## src/rtl/alu_pkg.sv

```systemverilog
// ---------------------------------------------------------------------------
// alu_pkg
// Shared definitions for the ALU sequencer:
//   - function-code constants of the ALU operations that matter to sequencing
//   - controller state encoding (zustand_t)
//   - latency class of an instruction (klasse_t)
// ---------------------------------------------------------------------------
package alu_pkg;

   localparam logic [5:0] FC_ADD  = 6'b000000;
   localparam logic [5:0] FC_SUB  = 6'b000001;
   localparam logic [5:0] FC_MUL  = 6'b000010;
   localparam logic [5:0] FC_SQRT = 6'b000011;
   localparam logic [5:0] FC_DIV  = 6'b000100;
   localparam logic [5:0] FC_MOD  = 6'b000101;

   typedef enum logic [2:0] {
      LEERLAUF  = 3'd0,
      START     = 3'd1,
      WARTEN    = 3'd2,
      SCHREIBEN = 3'd3,
      ERFASSEN  = 3'd4,
      AUSGABE   = 3'd5
   } zustand_t;

   // EINFACH: single wait cycle, MUL: MUL_LATENZ wait cycles,
   // VARIABEL: wait for a done flag (bounded by TIMEOUT), ILLEGAL: rejected.
   typedef enum logic [1:0] {
      EINFACH  = 2'd0,
      MUL      = 2'd1,
      VARIABEL = 2'd2,
      ILLEGAL  = 2'd3
   } klasse_t;

endpackage

```

## src/rtl/alu_befehlsdekoder.sv

```systemverilog
// ---------------------------------------------------------------------------
// alu_befehlsdekoder
// Purely combinational map from a 6-bit ALU function code to its latency
// class. Legal codes have bit 5 clear and the low five bits in one of the
// groups 0-9, 16-21 or 24-28; everything else is ILLEGAL.
// Ports:
//   funktionscode  in   6  function code to classify
//   klasse         out  2  latency class (klasse_t encoding)
// ---------------------------------------------------------------------------
module alu_befehlsdekoder
   import alu_pkg::*;
(
   input  logic [5:0] funktionscode,
   output logic [1:0] klasse
);

   logic [4:0] code_low;
   klasse_t    klasse_int;

   assign code_low = funktionscode[4:0];

   // NOTE: every signal written in always_comb gets a default first, so no
   // path can leave it unassigned and infer a latch.
   always_comb begin
      klasse_int = ILLEGAL;
      if (funktionscode[5] == 1'b0) begin
         if ((code_low <= 5'd9) ||
             ((code_low >= 5'd16) && (code_low <= 5'd21)) ||
             ((code_low >= 5'd24) && (code_low <= 5'd28))) begin
            klasse_int = EINFACH;
         end
         if (funktionscode == FC_MUL) begin
            klasse_int = MUL;
         end
         if ((funktionscode == FC_SQRT) || (funktionscode == FC_DIV) ||
             (funktionscode == FC_MOD)) begin
            klasse_int = VARIABEL;
         end
      end
   end

   assign klasse = klasse_int;

endmodule

```

## src/rtl/alu_ablaufsteuerung.sv

```systemverilog
// ---------------------------------------------------------------------------
// alu_ablaufsteuerung
// Sequencer between an instruction source and a multi-cycle ALU. Accepts one
// instruction at a time, registers operands/code/tag, pulses ALU_Start, waits
// a class-dependent number of cycles (fixed for simple ops and Mul, done-flag
// driven with timeout for Div/Mod/SQRT), pulses ALU_Schreiben, captures the
// ALU result and holds it until the consumer takes it. Illegal codes and
// timeouts produce Ergebnis=0 with Ergebnis_Fehler=1.
// Ports:
//   Clock, Reset                 clock, async active-low reset
//   Befehl_*                     instruction handshake and payload
//   ALU_Daten1/2, ALU_Funktionscode, ALU_Start, ALU_Schreiben  to the ALU
//   ALU_Ergebnis, Division_Fertig, Wurzel_Fertig               from the ALU
//   Ergebnis_Gueltig/Bereit      result handshake
//   Ergebnis, Ergebnis_Zielregister, Ergebnis_Fehler           result payload
// ---------------------------------------------------------------------------
module alu_ablaufsteuerung
   import alu_pkg::*;
#(
   parameter int BREITE     = 32,
   parameter int MUL_LATENZ = 2,   // must be >= 1
   parameter int TIMEOUT    = 64   // must be >= 1
)
(
   input  logic              Clock,
   input  logic              Reset,
   input  logic              Befehl_Gueltig,
   output logic              Befehl_Bereit,
   input  logic [5:0]        Befehl_Funktionscode,
   input  logic [BREITE-1:0] Befehl_Daten1,
   input  logic [BREITE-1:0] Befehl_Daten2,
   input  logic [4:0]        Befehl_Zielregister,
   output logic [BREITE-1:0] ALU_Daten1,
   output logic [BREITE-1:0] ALU_Daten2,
   output logic [5:0]        ALU_Funktionscode,
   output logic              ALU_Start,
   output logic              ALU_Schreiben,
   input  logic [BREITE-1:0] ALU_Ergebnis,
   input  logic              Division_Fertig,
   input  logic              Wurzel_Fertig,
   output logic              Ergebnis_Gueltig,
   input  logic              Ergebnis_Bereit,
   output logic [BREITE-1:0] Ergebnis,
   output logic [4:0]        Ergebnis_Zielregister,
   output logic              Ergebnis_Fehler
);

   localparam int ZMAX = (TIMEOUT > MUL_LATENZ) ? TIMEOUT : MUL_LATENZ;
   localparam int ZW   = $clog2(ZMAX + 1);

   localparam logic [ZW-1:0] Z_EINS  = ZW'(1);
   localparam logic [ZW-1:0] Z_MUL   = ZW'(MUL_LATENZ);
   // Last WARTEN cycle of a variable op is the one where the count,
   // started at 0, equals TIMEOUT-1.
   localparam logic [ZW-1:0] Z_LIMIT = ZW'(TIMEOUT - 1);

   zustand_t      zustand, zustand_next;
   logic [ZW-1:0] zaehler, zaehler_next;
   klasse_t       klasse, dek_klasse;
   logic [1:0]    dek_bits;
   logic          aktiv;          // 0 while in reset, 1 from the first edge after it
   logic          annahme;
   logic          fertig;
   logic          fehler_setzen;

   alu_befehlsdekoder u_dekoder (
      .funktionscode (Befehl_Funktionscode),
      .klasse        (dek_bits)
   );

   assign dek_klasse = klasse_t'(dek_bits);
   assign annahme    = Befehl_Bereit & Befehl_Gueltig;

   // Only the done flag matching the running operation counts.
   assign fertig = (ALU_Funktionscode == FC_SQRT) ? Wurzel_Fertig : Division_Fertig;

   // NOTE: sequential state uses non-blocking assignments and the
   // asynchronous reset sits in the sensitivity list, so Reset=0 acts at once.
   always_ff @(posedge Clock or negedge Reset) begin
      if (!Reset) begin
         zustand <= LEERLAUF;
         zaehler <= '0;
         aktiv   <= 1'b0;
      end else begin
         zustand <= zustand_next;
         zaehler <= zaehler_next;
         aktiv   <= 1'b1;
      end
   end

   always_comb begin
      zustand_next     = zustand;
      zaehler_next     = zaehler;
      fehler_setzen    = 1'b0;
      Befehl_Bereit    = 1'b0;
      ALU_Start        = 1'b0;
      ALU_Schreiben    = 1'b0;
      Ergebnis_Gueltig = 1'b0;

      case (zustand)
         LEERLAUF: begin
            // aktiv keeps the handshake low during reset itself.
            Befehl_Bereit = aktiv;
            if (aktiv && Befehl_Gueltig) begin
               if (dek_klasse == ILLEGAL) begin
                  zustand_next  = AUSGABE;
                  fehler_setzen = 1'b1;
               end else begin
                  zustand_next = START;
               end
            end
         end

         START: begin
            ALU_Start    = 1'b1;
            zustand_next = WARTEN;
            case (klasse)
               MUL:      zaehler_next = Z_MUL;
               VARIABEL: zaehler_next = '0;
               default:  zaehler_next = Z_EINS;
            endcase
         end

         WARTEN: begin
            if (klasse == VARIABEL) begin
               // A done flag in the final cycle still beats the timeout.
               if (fertig) begin
                  zustand_next = SCHREIBEN;
               end else if (zaehler == Z_LIMIT) begin
                  zustand_next  = AUSGABE;
                  fehler_setzen = 1'b1;
               end else begin
                  zaehler_next = zaehler + Z_EINS;
               end
            end else begin
               if (zaehler <= Z_EINS) begin
                  zustand_next = SCHREIBEN;
               end else begin
                  zaehler_next = zaehler - Z_EINS;
               end
            end
         end

         SCHREIBEN: begin
            ALU_Schreiben = 1'b1;
            zustand_next  = ERFASSEN;
         end

         ERFASSEN: begin
            zustand_next = AUSGABE;
         end

         AUSGABE: begin
            Ergebnis_Gueltig = 1'b1;
            if (Ergebnis_Bereit) begin
               zustand_next = LEERLAUF;
            end
         end

         default: begin
            zustand_next = LEERLAUF;
         end
      endcase
   end

   // Datapath registers: operands/code/tag are only loaded on acceptance, so
   // they stay constant for the whole operation.
   always_ff @(posedge Clock or negedge Reset) begin
      if (!Reset) begin
         ALU_Daten1            <= '0;
         ALU_Daten2            <= '0;
         ALU_Funktionscode     <= '0;
         klasse                <= EINFACH;
         Ergebnis              <= '0;
         Ergebnis_Zielregister <= '0;
         Ergebnis_Fehler       <= 1'b0;
      end else begin
         if (annahme) begin
            ALU_Daten1            <= Befehl_Daten1;
            ALU_Daten2            <= Befehl_Daten2;
            ALU_Funktionscode     <= Befehl_Funktionscode;
            klasse                <= dek_klasse;
            Ergebnis_Zielregister <= Befehl_Zielregister;
         end
         if (zustand == ERFASSEN) begin
            Ergebnis        <= ALU_Ergebnis;
            Ergebnis_Fehler <= 1'b0;
         end else if (fehler_setzen) begin
            Ergebnis        <= '0;
            Ergebnis_Fehler <= 1'b1;
         end
      end
   end

endmodule
```

## config.mk

```make
export PLATFORM = sky130hd
export DESIGN_NAME = alu_ablaufsteuerung
export DESIGN_NICKNAME = d
export VERILOG_FILES = /design/src/rtl/alu_pkg.sv /design/src/rtl/alu_befehlsdekoder.sv /design/src/rtl/alu_ablaufsteuerung.sv
export SDC_FILE = /design/constraint.sdc
export NUM_CORES = 1
export LEC_CHECK = 0
export CAP_MARGIN = 20
export CORE_UTILIZATION = 46
export DETAILED_ROUTE_END_ITERATION = 10
export GPL_ROUTABILITY_DRIVEN = 1
export PLACE_DENSITY = 0.91
export REMOVE_ABC_BUFFERS = 1
export SETUP_SLACK_MARGIN = 0.4
export SLEW_MARGIN = 5
export SYNTH_ARGS = -nofsm -noshare
export SYNTH_HDL_FRONTEND = slang
export SYNTH_HIERARCHICAL = 1
export SYNTH_SLANG_ARGS = --single-unit
```

## constraint.sdc

```tcl
create_clock -name Clock -period 3.4 [get_ports Clock]
set_input_delay 0.34 -clock Clock [delete_from_list [all_inputs] [get_ports Clock]]
set_output_delay 0.34 -clock Clock [all_outputs]
set_load 0.1 [all_outputs]
```

==> results.ini <==
[status]
status=finished clean

[placement]
dp_hpwl_um=10140
pre_cts_slack_ns=0.7621
gp_congestion=0.8616
place_area_mm2=0.007556
numPortBuffers=224

[timing]
rsz0062_at_grt=no
max_freq_mhz=417.2
clock_skew_ns=0.005664
finalHoldViolCount=0
hold_ws_ns=0.06735
fin_crit_sh_pct=70.51
fin_setup_tns_ns=0
final-setup-viol-count=0
slew_violations=0
slew_headroom_pct=31.09
worstMarginPinSlew_ns=1.030
setup_slack_ns=1.003
fin_crit_ns=2.397

[synthesis]
synth_common_cells=121 x dfrtp_1, 83 x nand2_1, 77 x mux2_2
synth_area_mm2=0.005220
synth-edff-count=0
netlist_instances=430
yosys_warnings=6
synth_top_cell_by_area=dfrtp_1
synth_flop_cell=dfrtp_1
netlist.area_leader.share_pct=58.01
synth_area_leaders=dfrtp_1 58%, mux2_2 17%, nand2_1 6.0%
synth-seq-cells=121
ys_types=57
syn_avg_cell_area_um2=12.14
yosysSeqAreaShare_pct=58.01
async_flop_share_pct=100.0
synth.most_common_cell=dfrtp_1

[clock_tree]
ctsHoldBuffers=0
clock_latency_ns=0.41
clk_pin_slew_ns=0.05
htree_levels=4
cts_root_buffer=clkbuf_16
numCtsBuffers=17
post_cts_resize_count=0
cts_sinks=121
cts_tree=yes
cts_buffer_depth=2
cts_setup_buffers=0

[grt]
grtUsageMet1_pct=28.59
grt_util_all_layers_pct=26.26
grt_max_degree=78
grt_pass1_vias=4545
antenna_found_initial=0
grt_pass1_wl_um=23020
top_usage_layer=met2
grt_use_met3_pct=12.00
gr-usage-met2_pct=44.62
overflow=0

[worst_setup_path]
rrSetupSlack_ns=1.07
crit_chain=clkdlybuf4s50_1
start_kind=register
crit_path_end_kind=primary output
arrival_ns=2.06
critPathKind=reg -> out
required_ns=3.06
cp_max_fo=5
slowest_delay_ns=1.18
critPathTopFamily=buffers and inverters
cp.buffers_inverters=1
critPathSlowestCell=clkdlybuf4s50_1

[detailed_routing]
drtIter0Drc=202
drc=0
via_per_inst=5.225
drt-pass1-iter-count=4
drt-total-wl_um=14740
antenna_left=0
wl_per_cell_um=18.20
vias=4232

[floorplan]
die_area_mm2=0.01178
dieWidth_um=108.5
io_pins=225
die_y_um=108.5
start_util_pct=47.73
coreArea_mm2=0.01094
rows=38

[layout]
nets=775
layout-drive-gt1-share_pct=19.40
finalInstanceArea_mm2=0.008204
area_growth_pct=57.17
insertedDiodeCount=0

[hold_path]
hold_path_class=in -> async

[flow_run]
cap_violations=0

## layer usage
| metal | up-vias | wire, um |
|---|---|---|
| li1 | 1956 | - |
| met1 | 2053 | 5454 |
| met3 | 30 | 1479 |
| met4 | 0 | 348 |
| met2 | 193 | 7461 |
| met5 | - | 0 |
## cell usage in the layout (no fill, tap or decap), drive strengths merged, types with 3 or more instances in the layout
master         count
a31oi              3
mux2              79
ha                 5
nor2b              3
o21ai             38
o311ai             3
inv               10
bufinv             3
clkdlybuf4s50    219
nand2             84
a21oi              8
nand2b             5
dfrtp            121
buf               10
nor2               9
clkinvlp           3
clkbuf            21
o31ai              5
clkinv             4
## layout make-up
class | count | area [um^2]
clock buffer | 21 | 460.4
sequential | 121 | 3028
tap | 140 | 175.2
multi-input combinational | 279 | 2054
inverter | 9 | 33.78
fill | 701 | 2731
timing repair buffer | 229 | 2307
clock inverter | 11 | 145.1
## kinds of logic after synthesis
group	share of synthesized area, %
xor+xnor	0.3356
mux	17.31
simple gates	10.74
buf+inv	2.828
flops	58.01
fa+ha+maj	1.198
other cells	0.07184
compound gates	9.516
## path summary, 6_finish.rpt
kind | from | end | cells past startpoint
worst min register to register | Ergebnis_Fehler | Ergebnis_Fehler | 1
min in group Clock | ALU_Ergebnis[30] | Ergebnis[30] | 3
worst min-delay path | Reset | Ergebnis[27] | 1
max in group asynchronous | Reset | ALU_Daten2[23] | 2
worst max-delay path | ALU_Funktionscode[5] | ALU_Funktionscode[5] | 1
worst max register to register | klasse[0] | zaehler[1] | 7
## sequential cells by signal (all words and copies together), names as in the netlist, 2 cells and up
signal / flops
ALU_Daten1: 32
ALU_Daten2: 32
Ergebnis: 32
zaehler: 7
ALU_Funktionscode: 6
Ergebnis_Zielregister: 5
zustand: 3
klasse: 2
## per-stage QoR
stage | instances | utilization, %
floorplan | 409 | -
global placement | 776 | 69.10
detailed placement | 776 | 69.10
CTS | 808 | 74.63
global route | 810 | 75.02
finish | 810 | 75.02
Power is not shown: default switching activity piles up to over one toggle a cycle in this logic, so the estimate is an artifact.
